**config.mk**
```make
export PLATFORM = sky130hd
export DESIGN_NAME = fan_in_resp_arbiter_bridge
export DESIGN_NICKNAME = d
export VERILOG_FILES = /design/src/rtl/fan_in_resp_bridge_pkg.sv /design/src/rtl/resp_fifo_flowthrough.sv /design/src/rtl/fan_in_resp_arbiter_bridge.sv
export SDC_FILE = /design/constraint.sdc
export NUM_CORES = 1
export LEC_CHECK = 0
export CORE_UTILIZATION = 41
export CTS_BUF_LIST = sky130_fd_sc_hd__clkbuf_4 sky130_fd_sc_hd__clkbuf_8
export DETAILED_ROUTE_END_ITERATION = 7
export PLACE_DENSITY_LB_ADDON = 0.12
export RECOVER_POWER = 100
export SKIP_CTS_REPAIR_TIMING = 1
export SYNTH_ARGS = -nofsm -noshare
export SYNTH_HDL_FRONTEND = slang
export SYNTH_HIERARCHICAL = 1
export SYNTH_SLANG_ARGS = --single-unit
```
**constraint.sdc**
```tcl
create_clock -name clk -period 8 [get_ports clk]
set_input_delay 2 -clock clk [delete_from_list [all_inputs] [get_ports clk]]
set_output_delay 2 -clock clk [all_outputs]
set_load 0.05 [all_outputs]
```
**src/rtl/fan_in_resp_bridge_pkg.sv**
```systemverilog
// Shared definitions for the two-input response merger.
//   - Default widths of the response payload fields.
//   - PTR_W: pointer width for the default FIFO depth.
//   - resp_width(): packed width of one {rdata, rtag, opc, aux} entry.
package fan_in_resp_bridge_pkg;

  localparam int unsigned RESP_DATA_WIDTH = 32;
  localparam int unsigned RESP_AUX_WIDTH  = 6;
  localparam int unsigned RESP_TAG_WIDTH  = RESP_DATA_WIDTH / 8;
  localparam int unsigned FIFO_DEPTH      = 4;
  localparam int unsigned PTR_W           = $clog2(FIFO_DEPTH);

  // Entry layout, MSB first: {rdata, rtag, opc, aux}.
  function automatic int unsigned resp_width(input int unsigned data_w,
                                             input int unsigned tag_w,
                                             input int unsigned aux_w);
    return data_w + tag_w + 1 + aux_w;
  endfunction

endpackage

```
**src/rtl/resp_fifo_flowthrough.sv**
```systemverilog
// Flow-through response FIFO.
//   clk, rst   : clock and asynchronous active-high reset
//   push       : write push_data this cycle
//   push_data  : incoming entry
//   pop        : consume the head entry (or the bypassed push when empty)
//   data_o     : head entry; the incoming push_data while the FIFO is empty
//   empty/full : occupancy flags from the registered count
//   count      : registered occupancy, 0..DEPTH
// A push to a full FIFO without a same-cycle pop is dropped.
module resp_fifo_flowthrough #(
  parameter int unsigned WIDTH = 44,
  parameter int unsigned DEPTH = 4
) (
  input  logic                     clk,
  input  logic                     rst,
  input  logic                     push,
  input  logic [WIDTH-1:0]         push_data,
  input  logic                     pop,
  output logic [WIDTH-1:0]         data_o,
  output logic                     empty,
  output logic                     full,
  output logic [$clog2(DEPTH):0]   count
);

  localparam int unsigned PTR_W = $clog2(DEPTH);
  localparam logic [PTR_W:0] FULL_CNT = (PTR_W + 1)'(DEPTH);

  logic [WIDTH-1:0] mem_q [DEPTH];
  logic [PTR_W-1:0] rd_ptr_q, wr_ptr_q;
  logic [PTR_W:0]   count_q;
  logic             wr_en, rd_en;

  assign empty  = (count_q == '0);
  assign full   = (count_q == FULL_CNT);
  assign count  = count_q;
  assign data_o = empty ? push_data : mem_q[rd_ptr_q];

  // An empty FIFO that is popped in the push cycle passes the entry straight through.
  assign wr_en = push & ~(empty & pop) & (~full | pop);
  assign rd_en = pop & ~empty;

  always_ff @(posedge clk or posedge rst) begin
    if (rst) begin
      rd_ptr_q <= '0;
      wr_ptr_q <= '0;
      count_q  <= '0;
    end else begin
      if (wr_en) wr_ptr_q <= wr_ptr_q + 1'b1;
      if (rd_en) rd_ptr_q <= rd_ptr_q + 1'b1;
      unique case ({wr_en, rd_en})
        2'b10:   count_q <= count_q + 1'b1;
        2'b01:   count_q <= count_q - 1'b1;
        default: count_q <= count_q;
      endcase
    end
  end

  // Storage is not reset; only the pointers define valid contents.
  always_ff @(posedge clk) begin
    if (wr_en) mem_q[wr_ptr_q] <= push_data;
  end

endmodule

```
**src/rtl/fan_in_resp_arbiter_bridge.sv**
```systemverilog
// Two-input response merger: two flow-through FIFOs drained one entry per
// cycle into a registered downstream response port.
//   clk, rst              : clock, asynchronous active-high reset
//   data_r_*0_i / *1_i    : response sources 0 and 1 (no backpressure)
//   data_r_*_o            : merged response, valid is a one-cycle pulse
//   data_r_src_o          : source index of the current output
//   stall0_o / stall1_o   : FIFO occupancy >= STALL_TH
//   overflow_o            : sticky, a push was dropped on a full FIFO
// Build option FAN_IN_RESP_FIXED_PRIO_EN: source 0 always wins (no round-robin).
module fan_in_resp_arbiter_bridge
  import fan_in_resp_bridge_pkg::*;
#(
  parameter int unsigned DATA_WIDTH = 32,
  parameter int unsigned AUX_WIDTH  = 6,
  parameter int unsigned BYTE_NUM   = DATA_WIDTH / 8,
  parameter int unsigned TAG_WIDTH  = BYTE_NUM,
  parameter int unsigned FIFO_DEPTH = 4,
  parameter int unsigned STALL_TH   = FIFO_DEPTH - 1
) (
  input  logic                  clk,
  input  logic                  rst,
  input  logic [DATA_WIDTH-1:0] data_r_rdata0_i,
  input  logic [TAG_WIDTH-1:0]  data_r_rtag0_i,
  input  logic                  data_r_opc0_i,
  input  logic [AUX_WIDTH-1:0]  data_r_aux0_i,
  input  logic                  data_r_valid0_i,
  input  logic [DATA_WIDTH-1:0] data_r_rdata1_i,
  input  logic [TAG_WIDTH-1:0]  data_r_rtag1_i,
  input  logic                  data_r_opc1_i,
  input  logic [AUX_WIDTH-1:0]  data_r_aux1_i,
  input  logic                  data_r_valid1_i,
  output logic [DATA_WIDTH-1:0] data_r_rdata_o,
  output logic [TAG_WIDTH-1:0]  data_r_rtag_o,
  output logic                  data_r_opc_o,
  output logic [AUX_WIDTH-1:0]  data_r_aux_o,
  output logic                  data_r_valid_o,
  output logic                  data_r_src_o,
  output logic                  stall0_o,
  output logic                  stall1_o,
  output logic                  overflow_o
);

  localparam int unsigned RESP_W     = resp_width(DATA_WIDTH, TAG_WIDTH, AUX_WIDTH);
  localparam int unsigned FIFO_PTR_W = $clog2(FIFO_DEPTH);
  localparam logic [FIFO_PTR_W:0] STALL_CNT = (FIFO_PTR_W + 1)'(STALL_TH);

  logic [RESP_W-1:0]   in0, in1, head0, head1, win_data;
  logic                empty0, empty1, full0, full1;
  logic [FIFO_PTR_W:0] count0, count1;
  logic                avail0, avail1, win_valid, win_sel, pop0, pop1, ovf_hit;

  assign in0 = {data_r_rdata0_i, data_r_rtag0_i, data_r_opc0_i, data_r_aux0_i};
  assign in1 = {data_r_rdata1_i, data_r_rtag1_i, data_r_opc1_i, data_r_aux1_i};

  resp_fifo_flowthrough #(.WIDTH(RESP_W), .DEPTH(FIFO_DEPTH)) u_fifo0 (
    .clk      (clk),
    .rst      (rst),
    .push     (data_r_valid0_i),
    .push_data(in0),
    .pop      (pop0),
    .data_o   (head0),
    .empty    (empty0),
    .full     (full0),
    .count    (count0)
  );

  resp_fifo_flowthrough #(.WIDTH(RESP_W), .DEPTH(FIFO_DEPTH)) u_fifo1 (
    .clk      (clk),
    .rst      (rst),
    .push     (data_r_valid1_i),
    .push_data(in1),
    .pop      (pop1),
    .data_o   (head1),
    .empty    (empty1),
    .full     (full1),
    .count    (count1)
  );

  // A FIFO is a candidate if it holds data or an entry is flowing through it.
  assign avail0    = ~empty0 | data_r_valid0_i;
  assign avail1    = ~empty1 | data_r_valid1_i;
  assign win_valid = avail0 | avail1;

`ifdef FAN_IN_RESP_FIXED_PRIO_EN
  assign win_sel = ~avail0;
`else
  logic rr_q;

  assign win_sel = (avail0 & avail1) ? rr_q : avail1;

  // The pointer only moves on contention, and then to the losing port.
  always_ff @(posedge clk or posedge rst) begin
    if (rst) begin
      rr_q <= 1'b0;
    end else if (avail0 & avail1) begin
      rr_q <= ~win_sel;
    end
  end
`endif

  assign pop0     = avail0 & ~win_sel;
  assign pop1     = avail1 & win_sel;
  assign win_data = win_sel ? head1 : head0;
  assign ovf_hit  = (data_r_valid0_i & full0 & ~pop0) | (data_r_valid1_i & full1 & ~pop1);

  assign stall0_o = (count0 >= STALL_CNT);
  assign stall1_o = (count1 >= STALL_CNT);

  always_ff @(posedge clk or posedge rst) begin
    if (rst) begin
      data_r_rdata_o <= '0;
      data_r_rtag_o  <= '0;
      data_r_opc_o   <= 1'b0;
      data_r_aux_o   <= '0;
      data_r_valid_o <= 1'b0;
      data_r_src_o   <= 1'b0;
      overflow_o     <= 1'b0;
    end else begin
      data_r_valid_o <= win_valid;
      if (win_valid) begin
        {data_r_rdata_o, data_r_rtag_o, data_r_opc_o, data_r_aux_o} <= win_data;
        data_r_src_o <= win_sel;
      end
      if (ovf_hit) overflow_o <= 1'b1;
    end
  end

endmodule

```
# [After elaboration in Yosys (flattened, before gate mapping)]
# Memories as Yosys holds them, arrays and structs flattened.
# Cells that the tools add are included.
[totals] latchBits=0 in_bits=90 n_memories=2 wordCells=76 ramBits=344 mem_bits_ro=0 register_bits=61
[memory_table] name="u_fifo0.mem_q" words=4 width=43 rd=1 rd_ports_with_merged_regs=0 write_ports=1 line_no="resp_fifo_flowthrough.sv:28" source="logic [WIDTH-1:0] mem_q [DEPTH];"
[memory_table] name="u_fifo1.mem_q" words=4 width=43 rd=1 rd_ports_with_merged_regs=0 write_ports=1 line_no="resp_fifo_flowthrough.sv:28"
[op_classes] add_sub_neg=8 reduce_logical=4 n_mux=10 multipliers=0 n_eq_ne=6 bitwise=30 order_cmp=2 n_shift=0 n_div=0
[op_table] cell="$mux W43" n=3
[op_table] cell="$and A1 B1 Y1" n=15
[op_table] cell="$pmux W3 S2" n=2
[op_table] cell="$not A1 Y1" n=9
[op_table] cell="$add A2 B1 Y2 const B" n=4
[op_table] cell="$add A3 B1 Y3 const B" n=2
[op_table] cell="$eq A3 B3 Y1 const B" n=2
[op_table] cell="$ge A3 B2 Y1 const B" n=2
[op_table] cell="$logic_not A3 Y1" n=2
[op_table] cell="$or A1 B1 Y1" n=6
[op_table] cell="$sub A3 B1 Y3 const B" n=2
[op_table] cell="$mux W1" n=5
[op_table] cell="$eq A2 B1 Y1 const B" n=2
[op_table] cell="$eq A2 B2 Y1 const B" n=2
[op_table] cell="$reduce_bool A2 Y1" n=2

# [Depth between registers and ports, before layout]
[logic_depth] ltp_word=13 depth_mapped=17 ltp_nobuf=13

# [Cells and area by module]
# The synthesis kept the hierarchy.
[modules_own_cells] mod="resp_fifo_flowthrough at u_fifo0" n_inst=1 seq_area_each_um2=5340.1 cells_per_inst=403 area_each_um2=7268.2
[modules_own_cells] mod="resp_fifo_flowthrough at u_fifo1" n_inst=1 seq_area_each_um2=5340.1 cells_per_inst=403 area_each_um2=7264.5
[modules_own_cells] mod="fan_in_resp_arbiter_bridge" n_inst=1 seq_area_each_um2=1176.1 cells_per_inst=163 area_each_um2=2140.8

# [Worst setup path before layout]
# No wires, ideal clock.
[synth_path] path_type="input -> register" start="in data_r_valid0_i" end="mem u_fifo1/mem_q[0][0] (netlist name) (enable)" n_path_buf=1 path_stages=6 setup_time_ns=0.405 arrival_ns=4.044 t_required_ns=7.595 slack_ns=3.551 path_cell_list="nand2b_4 a21oi_4 buf_2 xnor2_1 o31a_1 and2_1"
[synth_via] elab_chain_len=10 elab_cells_between_ends=11
[synth_rtl] item="start, declared" line_no="fan_in_resp_arbiter_bridge.sv:26" source="input logic data_r_valid0_i,"
[synth_rtl] item="$or A1 B1 Y1 (*)" line_no="fan_in_resp_arbiter_bridge.sv:80" source="assign avail0 = ~empty0 | data_r_valid0_i;"
[synth_rtl] item="$and A1 B1 Y1 (*)" line_no="fan_in_resp_arbiter_bridge.sv:89" source="assign win_sel = (avail0 & avail1) ? rr_q : avail1;"
[synth_rtl] item="$mux W1 (*)" line_no="fan_in_resp_arbiter_bridge.sv:89"
[synth_rtl] item="$and A1 B1 Y1 (*)" line_no="fan_in_resp_arbiter_bridge.sv:102" source="assign pop1 = avail1 & win_sel;"
[synth_rtl] item="named net pop1" line_no="fan_in_resp_arbiter_bridge.sv:50" source="logic avail0, avail1, win_valid, win_sel, pop0, pop1, ovf_hit;"
[synth_rtl] item="$and A1 B1 Y1" line_no="resp_fifo_flowthrough.sv:39" source="assign wr_en = push & ~(empty & pop) & (~full | pop);"
[synth_rtl] item="$not A1 Y1" line_no="resp_fifo_flowthrough.sv:39"
[synth_rtl] item="$and A1 B1 Y1" line_no="resp_fifo_flowthrough.sv:39"
[synth_rtl] item="$and A1 B1 Y1 (*)" line_no="resp_fifo_flowthrough.sv:39"
[synth_rtl] item="$mux W1 (*)" line_no="resp_fifo_flowthrough.sv:60" source="if (wr_en) mem_q[wr_ptr_q] <= push_data;"
[synth_rtl] item="$mux W1 (implied by the code) (*)" line_no="resp_fifo_flowthrough.sv:60"
[synth_rtl] item="end, declared" line_no="resp_fifo_flowthrough.sv:28"
# The timed path passes the listed nets; every way through them passes the cells marked *.

# [Worst setup path after layout]
[layout_path] start="in data_r_valid0_i" end="mem u_fifo1/mem_q[0][20] (netlist name) (enable)"
[layout_via] elab_chain_len=10 elab_cells_between_ends=11
[layout_rtl] item="$or A1 B1 Y1 (*)" line_no="fan_in_resp_arbiter_bridge.sv:80"
[layout_rtl] item="$and A1 B1 Y1 (*)" line_no="fan_in_resp_arbiter_bridge.sv:89"
[layout_rtl] item="$mux W1 (*)" line_no="fan_in_resp_arbiter_bridge.sv:89"
[layout_rtl] item="$and A1 B1 Y1 (*)" line_no="fan_in_resp_arbiter_bridge.sv:102"
[layout_rtl] item="$and A1 B1 Y1" line_no="resp_fifo_flowthrough.sv:39"
[layout_rtl] item="$not A1 Y1" line_no="resp_fifo_flowthrough.sv:39"
[layout_rtl] item="$and A1 B1 Y1" line_no="resp_fifo_flowthrough.sv:39"
[layout_rtl] item="$and A1 B1 Y1 (*)" line_no="resp_fifo_flowthrough.sv:39"
[layout_rtl] item="$mux W1 (*)" line_no="resp_fifo_flowthrough.sv:60"
[layout_rtl] item="$mux W1 (implied by the code) (*)" line_no="resp_fifo_flowthrough.sv:60"
# Every way passes the cells marked *; elsewhere a longest branch is shown, timed or not.

==> impl_metrics.csv <==
group,metric,value,unit
global_route,grtUsageTotal,0.187,
power,power_density,407,mW/mm^2
placed_design,dpl-instance-area,0.0183,sq mm
logic_synthesis,yosysWarnings,6,
setup_path,end_kind,"register",
detailed_routing,drtIter0Drc,631,
logic_synthesis,synth_edf_count,344,
setup_path,cp-startpoint,"data_r_valid0_i",
global_route,grt_max_degree,48,
layout,nets,1244,
clock_network,clockRootBuffer,"clkbuf_8",
logic_synthesis,synth_area,0.0167,sq mm
die,dieArea,0.0415,sq mm
timing,max_clock_freq,177,MHz
detailed_routing,via_per_inst,5.10,
layout,fin_area,0.0197,sq mm
timing,tightestPinTransition,2.91,ns
global_route,overflow,0,
global_route,antenna_found_initial,0,
layout,post-route-util,0.493,
detailed_routing,ant_nets,0,
layout,final_cell_mix,"edfxtp_1, nand2_1, dlygate4sd3_1",
hold_path,hold_path.class,"reg2reg",
detailed_routing,wirelength,37800,um
logic_synthesis,synth_cell_types,36,
setup_path,cp.required,8.12,ns
hold_path,hp-start,"data_r_src_o",
global_route,grt_pass1_wl,57100,um
setup_path,crit_type,"in2reg",
job,maxCapViolations,7,
timing,hold_viol,0,
setup_path,reg2reg_slack,2.83,ns
run_status,status,"finished, violations left",
timing,min_period_over_period,0.704,
setup_path,start_kind,"input port",
clock_network,cts_tree,"done",
logic_synthesis,postSynth.asyncResetShare,0.151,
detailed_routing,routed-via-count,8768,
placed_design,placedCellCount,1595,
die,core_area,0.0399,sq mm
die,fp-row-count,73,
layout,fin_cells,1718,
timing,finClkSkew,0.0214,ns
run_status,violations,"max-capacitance violations, max-slew violations",
setup_path,reg2reg_from,"u_fifo1/count[0]",
setup_path,critPathMaxFanout,43,
global_route,grt_pass1_vias,9162,
clock_network,numCtsBuffers,70,
timing,slew_viol_final,319,
clock_network,path_clk_slew,0.06,ns
logic_synthesis,syn_area_per_cell,17.2,sq um
timing,fin_crit,5.63,ns
placed_design,io_buffers,137,
die,die_h,204,um
timing,setup_violations,0,
die,io_pins,138,
power,vdd_drop_max,190,uV
detailed_routing,remaining_drc_errors,0,
setup_path,crit_arrival,5.76,ns
logic_synthesis,syn_inst,969,
timing,grt_setup_unrepaired,"false",
die,die_w,204,um
layout,antenna_cells,0,
power,p_leak,7.18,nW
logic_synthesis,synth.ff_latch_count,405,
layout,final_common_cell,"edfxtp_1",
detailed_routing,post_drt_wl_per_cell,22.0,um
hold_path,hold_path_end,"data_r_src_o",
clock_network,clkLatencyLatePin,0.58,ns
clock_network,clock_path_buffers,3,
placed_design,place_congestion,0.768,
timing,maxSlewHeadroom,-0.941,
logic_synthesis,syn_nets,1071,
timing,setup_tns,0,ns
clock_network,clock-sinks,405,
setup_path,reg2reg_depth,9,
placed_design,place_hpwl,23100,um
logic_synthesis,ys_seq_area_frac,0.711,
hold_path,min_path_cells,1,
setup_path,r2r-end,"u_fifo1/mem_q[0][20]",
layout,drive_above_1_share,0.186,
clock_network,htreeDepth,3,
die,initial_core_util,0.418,
layout,syn_to_final_growth,17.9,%
detailed_routing,drt-pass1-iter-count,7,
logic_synthesis,ys.flop_type,"edfxtp_1",
==> cell usage after synthesis, types with 2 or more instances <==
cell	instances	share of area
fa_1	2	0.0024
buf_4	2	0.00090
nand2_1	259	0.058
mux2i_1	2	0.0012
nor2_1	3	0.00068
inv_1	17	0.0038
buf_2	22	0.0066
and3_1	2	0.00075
buf_6	19	0.013
a221o_1	39	0.023
and2_4	2	0.0011
and2_1	51	0.019
nand3_1	2	0.00060
buf_12	8	0.0096
dfrtp_1	61	0.092
xnor2_1	9	0.0047
xor2_1	6	0.0032
mux4_2	76	0.10
o31a_1	2	0.0011
inv_6	2	0.0011
a221o_2	4	0.0027
edfxtp_1	344	0.62
ha_1	10	0.0075
a21o_1	3	0.0014
or3_1	2	0.00075
mux4_1	10	0.016
==> sequential cells by signal (all words and copies together) (netlist names), 2 cells and up <==
name and cells:
data_r_rdata_o 32, u_fifo1/rd_ptr_q 2, u_fifo0/mem_q 172, u_fifo1/mem_q 172, u_fifo0/count 3, u_fifo0/wr_ptr_q 2
data_r_aux_o 6, u_fifo1/wr_ptr_q 2, u_fifo1/count 3, data_r_rtag_o 4, u_fifo0/rd_ptr_q 2
==> how the worst max path moves through the flow <==
stage / depth (start not counted) / slack [ns] / endpoint
floorplan: 6 / 3.55 / u_fifo1/mem_q[0][0]
global placement: 12 / 2.81 / u_fifo0/count[2]
detailed placement: 12 / 2.78 / u_fifo0/count[2]
CTS: 12 / 3.39 / u_fifo0/count[2]
global route: 7 / 1.97 / u_fifo1/mem_q[2][26]
finish: 7 / 2.37 / u_fifo1/mem_q[0][20]
==> metrics by stage <==
step	power [W]	hold WS [ns]	setup slack, ns
2_1_floorplan	0.00542	0.501	3.55
3_3_place_gp	0.00628	0.476	2.81
3_5_place_dp	0.00631	0.474	2.78
4_1_cts	0.00818	0.492	3.39
5_1_grt	0.00846	0.507	1.97
6_report	0.00800	0.482	2.37
==> kinds of logic (layout without fill, tap and decap cells) <==
family | after synthesis | in the layout | share of synthesized area
flops | 405 | 405 | 0.711
simple gates | 326 | 326 | 0.0846
mux | 90 | 90 | 0.121
buf+inv | 70 | 294 | 0.0348
compound gates | 51 | 51 | 0.0305
xor+xnor | 15 | 15 | 0.00788
fa+ha+maj | 12 | 12 | 0.00991
==> per-layer routing <==
layer  vias up  global-route usage  routed length [um]
met5         -                   0                   0
met1      4486               0.275               17800
met3        52              0.0326                1530
li1       4020                   -                   -
met2       210               0.285               17900
met4         0              0.0540                 601
==> worst max-delay path: stages <==
cell and delay [ns]:
dlygate4sd3_1 0.61, nand2b_1 0.19, a21oi_1 0.25, xnor2_1 0.15
o31a_1 0.29, and2_2 0.19, clkbuf_1 2.05
==> report_power, final <==
part | switching (W) | internal (W)
clock network | 0.000800 | 0.00103
logic | 0.00186 | 0.00116
registers | 0.000241 | 0.00291
total | 0.00290 | 0.00510
==> area by class of cell <==
type / instances / area, sq um
clock buffers: 102 / 1250
clock inverters: 21 / 131
fillers: 3371 / 20300
inverters: 19 / 81.3
multi-input cells: 494 / 4220
flip-flops and latches: 405 / 11900
well taps: 525 / 657
repair buffers: 152 / 1470
No activity file was read; power rests on OpenSTA's default activity.
